===== src/rtl/pim_desc_scheduler.sv =====
// pim_desc_scheduler: walks a linked descriptor chain, dispatches one PIM op per descriptor
// and writes a status word back into each descriptor after its op completes.
module pim_desc_scheduler #(
    parameter int TIMEOUT_CYC = 1024,
    parameter int IDXW = 8
) (
    input  logic            clk,
    input  logic            rst_x,
    input  logic            start,
    input  logic [31:0]     first_desc_addr,
    input  logic [IDXW-1:0] desc_count,
    output logic            busy,
    output logic            done,
    output logic            err,
    output logic            req_valid,
    input  logic            req_ready,
    output logic            req_write,
    output logic [31:0]     req_addr,
    output logic [31:0]     req_wdata,
    input  logic            rd_data_valid,
    input  logic [255:0]    rd_data,
    output logic            op_valid,
    input  logic            op_ready,
    output logic [7:0]      op_code,
    output logic [31:0]     op_src_addr,
    output logic [31:0]     op_dst_addr,
    output logic [15:0]     op_len_beats,
    input  logic            op_done
);
    localparam int CW = $clog2(TIMEOUT_CYC + 1);
    typedef enum logic [2:0] {IDLE, FETCH_REQ, FETCH_WAIT, DISPATCH, EXEC, WB_REQ, FINISH} state_t;
    state_t          state, state_n;
    logic [31:0]     cur_addr, cur_addr_n, nxt_addr, nxt_addr_n;
    logic [IDXW-1:0] idx, idx_n, lim, lim_n;
    logic [CW-1:0]   cnt, cnt_n;
    logic            err_n;
    logic [7:0]      code_n;
    logic [31:0]     src_n, dst_n;
    logic [15:0]     len_n;
    logic [31:0]     w6;
    logic            bad;
    assign w6  = rd_data[223:192];
    assign bad = (w6[4:0] != 5'd0) || (w6 == 32'd0) || (w6[31:21] != 11'd0);
    always_comb begin
        state_n    = state;
        cur_addr_n = cur_addr;
        nxt_addr_n = nxt_addr;
        idx_n      = idx;
        lim_n      = lim;
        cnt_n      = cnt;
        err_n      = err;
        code_n     = op_code;
        src_n      = op_src_addr;
        dst_n      = op_dst_addr;
        len_n      = op_len_beats;
        case (state)
            IDLE: if (start) begin
                err_n      = 1'b0;
                cur_addr_n = first_desc_addr;
                idx_n      = '0;
                lim_n      = desc_count;
                state_n    = (desc_count != '0) ? FETCH_REQ : FINISH;
            end
            FETCH_REQ: if (req_ready) begin
                cnt_n   = '0;
                state_n = FETCH_WAIT;
            end
            FETCH_WAIT: if (rd_data_valid) begin
                nxt_addr_n = rd_data[31:0];
                src_n      = rd_data[95:64];
                dst_n      = rd_data[159:128];
                len_n      = w6[20:5];
                code_n     = rd_data[231:224];
                err_n      = bad;
                state_n    = bad ? FINISH : DISPATCH;
            end else if (cnt == CW'(TIMEOUT_CYC - 1)) begin
                err_n   = 1'b1;
                state_n = FINISH;
            end else begin
                cnt_n = cnt + 1'b1;
            end
            DISPATCH: if (op_ready) state_n = EXEC;
            EXEC: if (op_done) state_n = WB_REQ;
            WB_REQ: if (req_ready) begin
                idx_n      = idx + 1'b1;
                cur_addr_n = nxt_addr;
                state_n    = (idx_n == lim) ? FINISH : FETCH_REQ;
            end
            FINISH: state_n = IDLE;
            default: state_n = IDLE;
        endcase
    end
    // Outputs are registered from next-state values so they line up with the state they belong to
    always_ff @(posedge clk or posedge rst_x) begin
        if (rst_x) begin
            state        <= IDLE;
            cur_addr     <= '0;
            nxt_addr     <= '0;
            idx          <= '0;
            lim          <= '0;
            cnt          <= '0;
            err          <= 1'b0;
            op_code      <= '0;
            op_src_addr  <= '0;
            op_dst_addr  <= '0;
            op_len_beats <= '0;
            busy         <= 1'b0;
            done         <= 1'b0;
            req_valid    <= 1'b0;
            req_write    <= 1'b0;
            req_addr     <= '0;
            req_wdata    <= '0;
            op_valid     <= 1'b0;
        end else begin
            state        <= state_n;
            cur_addr     <= cur_addr_n;
            nxt_addr     <= nxt_addr_n;
            idx          <= idx_n;
            lim          <= lim_n;
            cnt          <= cnt_n;
            err          <= err_n;
            op_code      <= code_n;
            op_src_addr  <= src_n;
            op_dst_addr  <= dst_n;
            op_len_beats <= len_n;
            busy         <= state_n != IDLE;
            done         <= state == FINISH;
            req_valid    <= (state_n == FETCH_REQ) || (state_n == WB_REQ);
            req_write    <= state_n == WB_REQ;
            req_addr     <= (state_n == WB_REQ) ? cur_addr_n + 32'h1C : cur_addr_n;
            req_wdata    <= (state_n == WB_REQ) ? {16'h0, 8'(idx_n), 8'h01} : '0;
            op_valid     <= state_n == DISPATCH;
        end
    end
endmodule


===== config.mk =====
export PLATFORM = sky130hd
export DESIGN_NAME = pim_desc_scheduler
export DESIGN_NICKNAME = d
export VERILOG_FILES = /design/src/rtl/pim_desc_scheduler.sv
export SDC_FILE = /design/constraint.sdc
export NUM_CORES = 1
export LEC_CHECK = 0
export CELL_PAD_IN_SITES_DETAIL_PLACEMENT = 1
export CELL_PAD_IN_SITES_GLOBAL_PLACEMENT = 2
export CORE_MARGIN = 4
export CORE_UTILIZATION = 27
export DETAILED_ROUTE_END_ITERATION = 12
export GPL_ROUTABILITY_DRIVEN = 0
export PLACE_DENSITY = 0.89
export RECOVER_POWER = 25
export SYNTH_ARGS = -nofsm -noshare
export SYNTH_HDL_FRONTEND = slang
export SYNTH_SLANG_ARGS = --single-unit
export TNS_END_PERCENT = 10

===== constraint.sdc =====
create_clock -name clk -period 20.9 [get_ports clk]
set_clock_uncertainty 0.2 [all_clocks]
set_input_delay 6.27 -clock clk [delete_from_list [all_inputs] [get_ports clk]]
set_output_delay 6.27 -clock clk [all_outputs]
set_load 0.01 [all_outputs]

After elaboration in Yosys (flattened, before gate mapping) --
Cells that the tools add are included. Widths: inputs -> output; s select.
Storage, ports and cells: register bits 236, input bits 303, output and inout port bits 158, logic and storage cells 79
Cells by class: $add $sub $neg 3, equality and inequality tests 16, multiplexer cells 27, reduce and logical (&&, ||, !) cells 15
Operators with widths (number):
- $mux 32 | 3
- $pmux 32 s2 | 1
- $mux 11 | 3
- $add 32x5->32 const B | 1
- $logic_not 32->1 | 1
- $mux 3 | 10
- $pmux 11 s2 | 1
- $pmux 3 s6 | 1
- $mux 16 | 1
- $mux 8 | 2
- $pmux 8 s2 | 1
- $eq 3x3->1 const B | 4
- $add 11x1->11 const B | 1
- $eq 11x10->1 const B | 1
- $reduce_bool 11->1 | 1
- $eq 3x2->1 const B | 3
- $add 8x1->8 const B | 1
- $eq 8x8->1 | 1
- $ne 2x2->1 const B | 4
- $reduce_bool 8->1 | 1
- $eq 3x1->1 const B | 2
- $reduce_bool 5->1 | 1
- $reduce_and 2->1 | 2
- $reduce_and 4->1 | 1
- other kinds (8) | 13

Logic depth before layout (Yosys ltp) --
word-level depth 8, mapped depth 12, depth with buffers taken out 9

Worst setup path before layout --
OpenSTA, ideal clock, no wires.
path type input -> register, start point input rd_data[193], end point register req_addr[24], library setup time 0.079 ns, arrival time 8.480 ns, data required time 20.621 ns, path slack 12.141 ns, stages on the path 9, path buffers 2, cell sequence or4b_2 -> nor3_1 -> nand3b_1 -> o21a_1 -> or2_2 -> buf_2 -> buf_4 -> nor4_1 -> xor2_1
On the way: word-level cells in the longest chain between the ends 8, elaborated cells between the ends (all ways) 9, those cells by class eq/ne: 1; mux: 4; reduce/logical: 4
Ends and longest elaborated chain:
- start, declared | RTL line 21 | input logic [255:0] rd_data,
- $logic_not 32->1 or $reduce_bool 5->1 (tied branches) | RTL line 43 | assign bad = (w6[4:0] != 5'd0) || (w6 == 32'd0) || (w6[31:21] != 11'd0);
- $logic_or 1x1->1 (*) (2 in series) | RTL line 43
- $mux 3 (*) | RTL line 75 | state_n = bad ? FINISH : DISPATCH;
- $mux 3 (*) | RTL line 68 | FETCH_WAIT: if (rd_data_valid) begin
- $pmux 3 s6 (*) | RTL line 56 | case (state)
- $eq 3x3->1 (*) | RTL line 130 | req_addr <= (state_n == WB_REQ) ? cur_addr_n + 32'h1C : cur_addr_n;
- $mux 32 (*) | RTL line 130
- end signal, assigned | RTL line 130
- end, declared | RTL line 18 | output logic [31:0] req_addr,
Every way passes the cells marked *; elsewhere a longest branch is shown, timed or not. A chain may end at the register's enable or synchronous reset.

Worst setup path in the final report --
start point input start, end point register req_addr[23]
On the way: word-level cells in the longest chain between the ends 4, elaborated cells between the ends (all ways) 7, those cells by class add/sub: 1; eq/ne: 1; mux: 5
Ends and longest elaborated chain:
- start, declared | RTL line 9 | input logic start,
- $mux 32 or $mux 3 (tied branches) | RTL line 57 | IDLE: if (start) begin
- $pmux 32 s2 or $pmux 3 s6 (tied branches) | RTL line 56
- $add 32x5->32 or $eq 3x3->1 (tied branches) | RTL line 130
- $mux 32 (*) | RTL line 130
Marks and branches as above.

==> Flow_metrics.wiki <==
{| class="wikitable"
! Metric !! Value
|-
| Cell count after synthesis || 795
|-
| Maximum number of buffers from clock root to sink || 3
|-
| Share of post-route cells with drive strength above 1 || 0.159
|-
| Leftover overflow at the end of global routing || 0
|-
| CP Class || input port to flop
|-
| Standard cell core area || 35500 um^2
|-
| Clock tree from TritonCTS || built
|-
| Prevailing post-synth register cell || dfrtp_1
|-
| Total setup buffers inserted after CTS || 0
|-
| Share of synthesized registers carrying an async set or reset || 1.00
|-
| Unrepaired setup endpoints after global routing || false
|-
| Clock period minus final worst setup slack || 11.08 ns
|-
| Height of the die || 198 um
|-
| Ratio of total power to cell area || 139 nW/um^2
|-
| EDFF count, synth || 0
|-
| Number of H-tree branching levels || 1
|-
| Cell types occupying the most area after synthesis || dfrtp_1 58%, mux2_2 14%, nand2_1 3.2%, xor2_1 2.5%, a22oi_1 2.4%
|-
| Number of clock sinks || 226
|-
| Syn Area/Cell || 12.2 um^2
|-
| Most numerous cell types in the synthesized netlist || 226 x dfrtp_1, 120 x mux2_2, 83 x nand2_1, 44 x nand3_1
|-
| Worst-skew pair later-pin latency || 0.54 ns
|-
| Buffer type at the clock tree root || clkbuf_16
|-
| Crit path buf inv count || 2
|-
| Estimated wirelength of the detail-placed design || 22900 um
|-
| Required @ worst endpoint || 21.16 ns
|-
| Maximum capacitance violations || 3
|-
| Number of global-route vias before repair || 8262
|-
| Most numerous cell in the Yosys netlist || dfrtp_1
|-
| Cell area after synthesis || 9710 um^2
|-
| Reg clk slew, reported paths || 0.06 ns
|-
| Wire per inst || 19.7 um
|-
| Post-synth top area cell || dfrtp_1
|-
| Cell with the biggest individual delay on the critical path || clkbuf_1
|-
| Max Fclk || 90.2 MHz
|-
| Critical Path Max Stage Delay || 1.65 ns
|-
| Clock buffers created by TritonCTS || 28
|-
| Vias per std cell || 4.65
|-
| Total inserted antenna cells || 0
|-
| Top cell family by delay on the critical path || buffers and inverters
|-
| Fillers || 3776
|-
| Final Instance Count excl. Fillers || 1584
|-
| Final setup viols || 0
|-
| Largest net degree at the start of global routing || 82
|-
| Final ANT Viol Nets || 0
|-
| Top cell type's share of synthesized area || 0.583
|-
| Ports placed on the boundary || 461
|-
| Length of the first detailed-routing pass in iterations || 4
|-
| Worst-case vdd ir drop || 0.0000800 V
|-
| Area added between synthesis and finish || 44.8%
|-
| Sequence of cells on the critical path || dlygate4sd3_1 > nor4b_1 > clkbuf_1 > a22oi_1 > a222oi_1 > and4_1 > nand3_2 > nor4_1 > xor2_1
|-
| # hold bufs at CTS || 0
|-
| Lkg Pwr || 5.94 nW
|-
| Residual DRC count || 0
|-
| Post-detailed-routing wire length || 31200 um
|-
| Violation count after the first detailed-routing iteration || 310
|-
| Fin. max-slew vios || 171
|-
| Number of vias in the routed layout || 7372
|-
| Final number of hold-violating endpoints || 0
|-
| Post-CTS Resized || 0
|-
| DIE WIDTH || 198 um
|-
| Post-synthesis sequential element count || 226
|-
| Least-Margin Pin Slew || 3.66 ns
|-
| Area of the die || 39000 um^2
|-
| Run status || finished with violations
|-
| Number of antenna violations at the first check in global routing || 4
|-
| Port bufs || 317
|-
| Total global routing track utilization || 0.157
|-
| Initial cell density of the core || 0.274
|-
| Data arrival time at the worst-slack endpoint || 11.34 ns
|-
| Warnings from Yosys || 0
|-
| Sequential fraction of the synthesis area || 0.583
|-
| Slew HR || -1.44
|-
| Tcrit/Tclk final || 0.530
|-
| Count of different cell masters after synthesis || 53
|-
| Placed Cells incl. Taps || 1537
|-
| Worst-path maximum fanout || 41
|-
| Aggregate negative setup slack || 0 ns
|-
| Violations in the final reports || capacitance limit, slew limit
|-
| Path class of the lowest-slack min-delay path || flop to flop
|-
| Wire length of the first global-routing pass || 48900 um
|-
| Net count reported at finish || 1412
|-
| Kind of end point of the critical path || flop
|-
| Core Rows || 69
|-
| Startpoint kind of the worst setup timing path || input port
|}
[cell families (layout without fill, tap and decap cells)]
logic type / count (synthesis) / after routing / share of synthesized area
adders and majority gates: 3 / 3 / 0.00387
DFF: 226 / 226 / 0.583
AOI/OAI and AO/OA: 76 / 76 / 0.0541
other: 1 / 23 / 0.000386
buffers and inverters: 76 / 382 / 0.0432
muxes: 121 / 121 / 0.140
and+or+nand+nor: 245 / 245 / 0.133
xor gates and xnor gates: 47 / 47 / 0.0424
[power by group]
group          internal, W  leakage, nW  total, W  switching [W]
clock network     0.000266        0.420  0.000450       0.000184
registers         0.000629         2.81  0.000726      0.0000976
logic             0.000409         2.71  0.000773       0.000364
[worst min-delay path, cell delays in order, from the launching register on]
cell     delay (ns)
dfrtp_1        0.34
nand2_1        0.05
nand2_1        0.06
[layout by cell type (no fill, tap or decap), types with 5 or more instances in the layout]
cell               n
clkbuf_1           9
nand4_1           14
clkdlybuf4s50_1  308
a22oi_1           31
clkbuf_16         28
xor2_1            28
nor4_1            15
and3_1             5
mux2_2           120
conb_1            23
nand2_1           83
xnor2_1           19
clkbuf_8           6
nor3_1            15
nor2_1            21
and2_1            11
buf_4              7
o21ai_0           15
inv_1              8
nand3_1           44
a21oi_1           12
dfrtp_1          226
dlygate4sd3_1      9
[metrics by stage]
step                utilization  hold WS [ns]  area (um^2)  worst slack (ns)  power [W]
detailed placement        0.373         0.279        13200             10.56    0.00152
global route              0.396         0.314        14100              9.16    0.00208
finish                    0.396         0.282        14100              9.82    0.00195
CTS                       0.397         0.292        14100             11.10    0.00198
floorplan                     -         0.247         9790              8.24    0.00111
global placement          0.373         0.262        13200             10.55    0.00148
[cell type report]
cell class | instances | area (um^2) | share of cell area
Clock inverter | 5 | 40.0 | 0.00285
Inverter | 10 | 38.8 | 0.00276
Sequential cell | 226 | 5660 | 0.402
Tap cell | 461 | 577 | 0.0410
Multi-Input combinational cell | 515 | 3710 | 0.264
Timing Repair Buffer | 325 | 3230 | 0.230
Clock buffer | 42 | 813 | 0.0578
[flip-flops by register name, summed over array words and instances, names as in the netlist, 3 cells and up, named ones only]
signal        flops
op_src_addr      32
req_wdata         9
lim               8
req_addr         30
idx               8
op_dst_addr      32
op_code           8
cnt              11
nxt_addr         32
op_len_beats     16
cur_addr         30
state             3
[worst paths after layout]
check / from / depth (start not counted) / slack, ns / to
max in group asynchronous: rst_x / 4 / 10.38 / nxt_addr[22]$_DFFE_PP0P_
hold reg to reg: flop / 2 / 0.28 / flop
setup / recovery: start / 9 / 9.82 / req_addr[23]$_DFF_PP0_
setup reg to reg: state[1]$_DFF_PP0_ / 4 / 15.11 / op_len_beats[1]$_DFFE_PP0P_
min in group asynchronous: rst_x / 2 / 7.03 / op_dst_addr[15]$_DFFE_PP0P_
hold / removal: flop / 2 / 0.28 / flop
[per-layer routing]
layer / part of all wire / up-vias / track usage
met2: 0.49 / 231 / 0.269
li1: - / 3392 / -
met5: 0.00099 / - / 0
met4: 0.018 / 6 / 0.0298
met1: 0.41 / 3699 / 0.198
met3: 0.077 / 44 / 0.0500
Note: power is estimated with default switching activity, not from simulation.
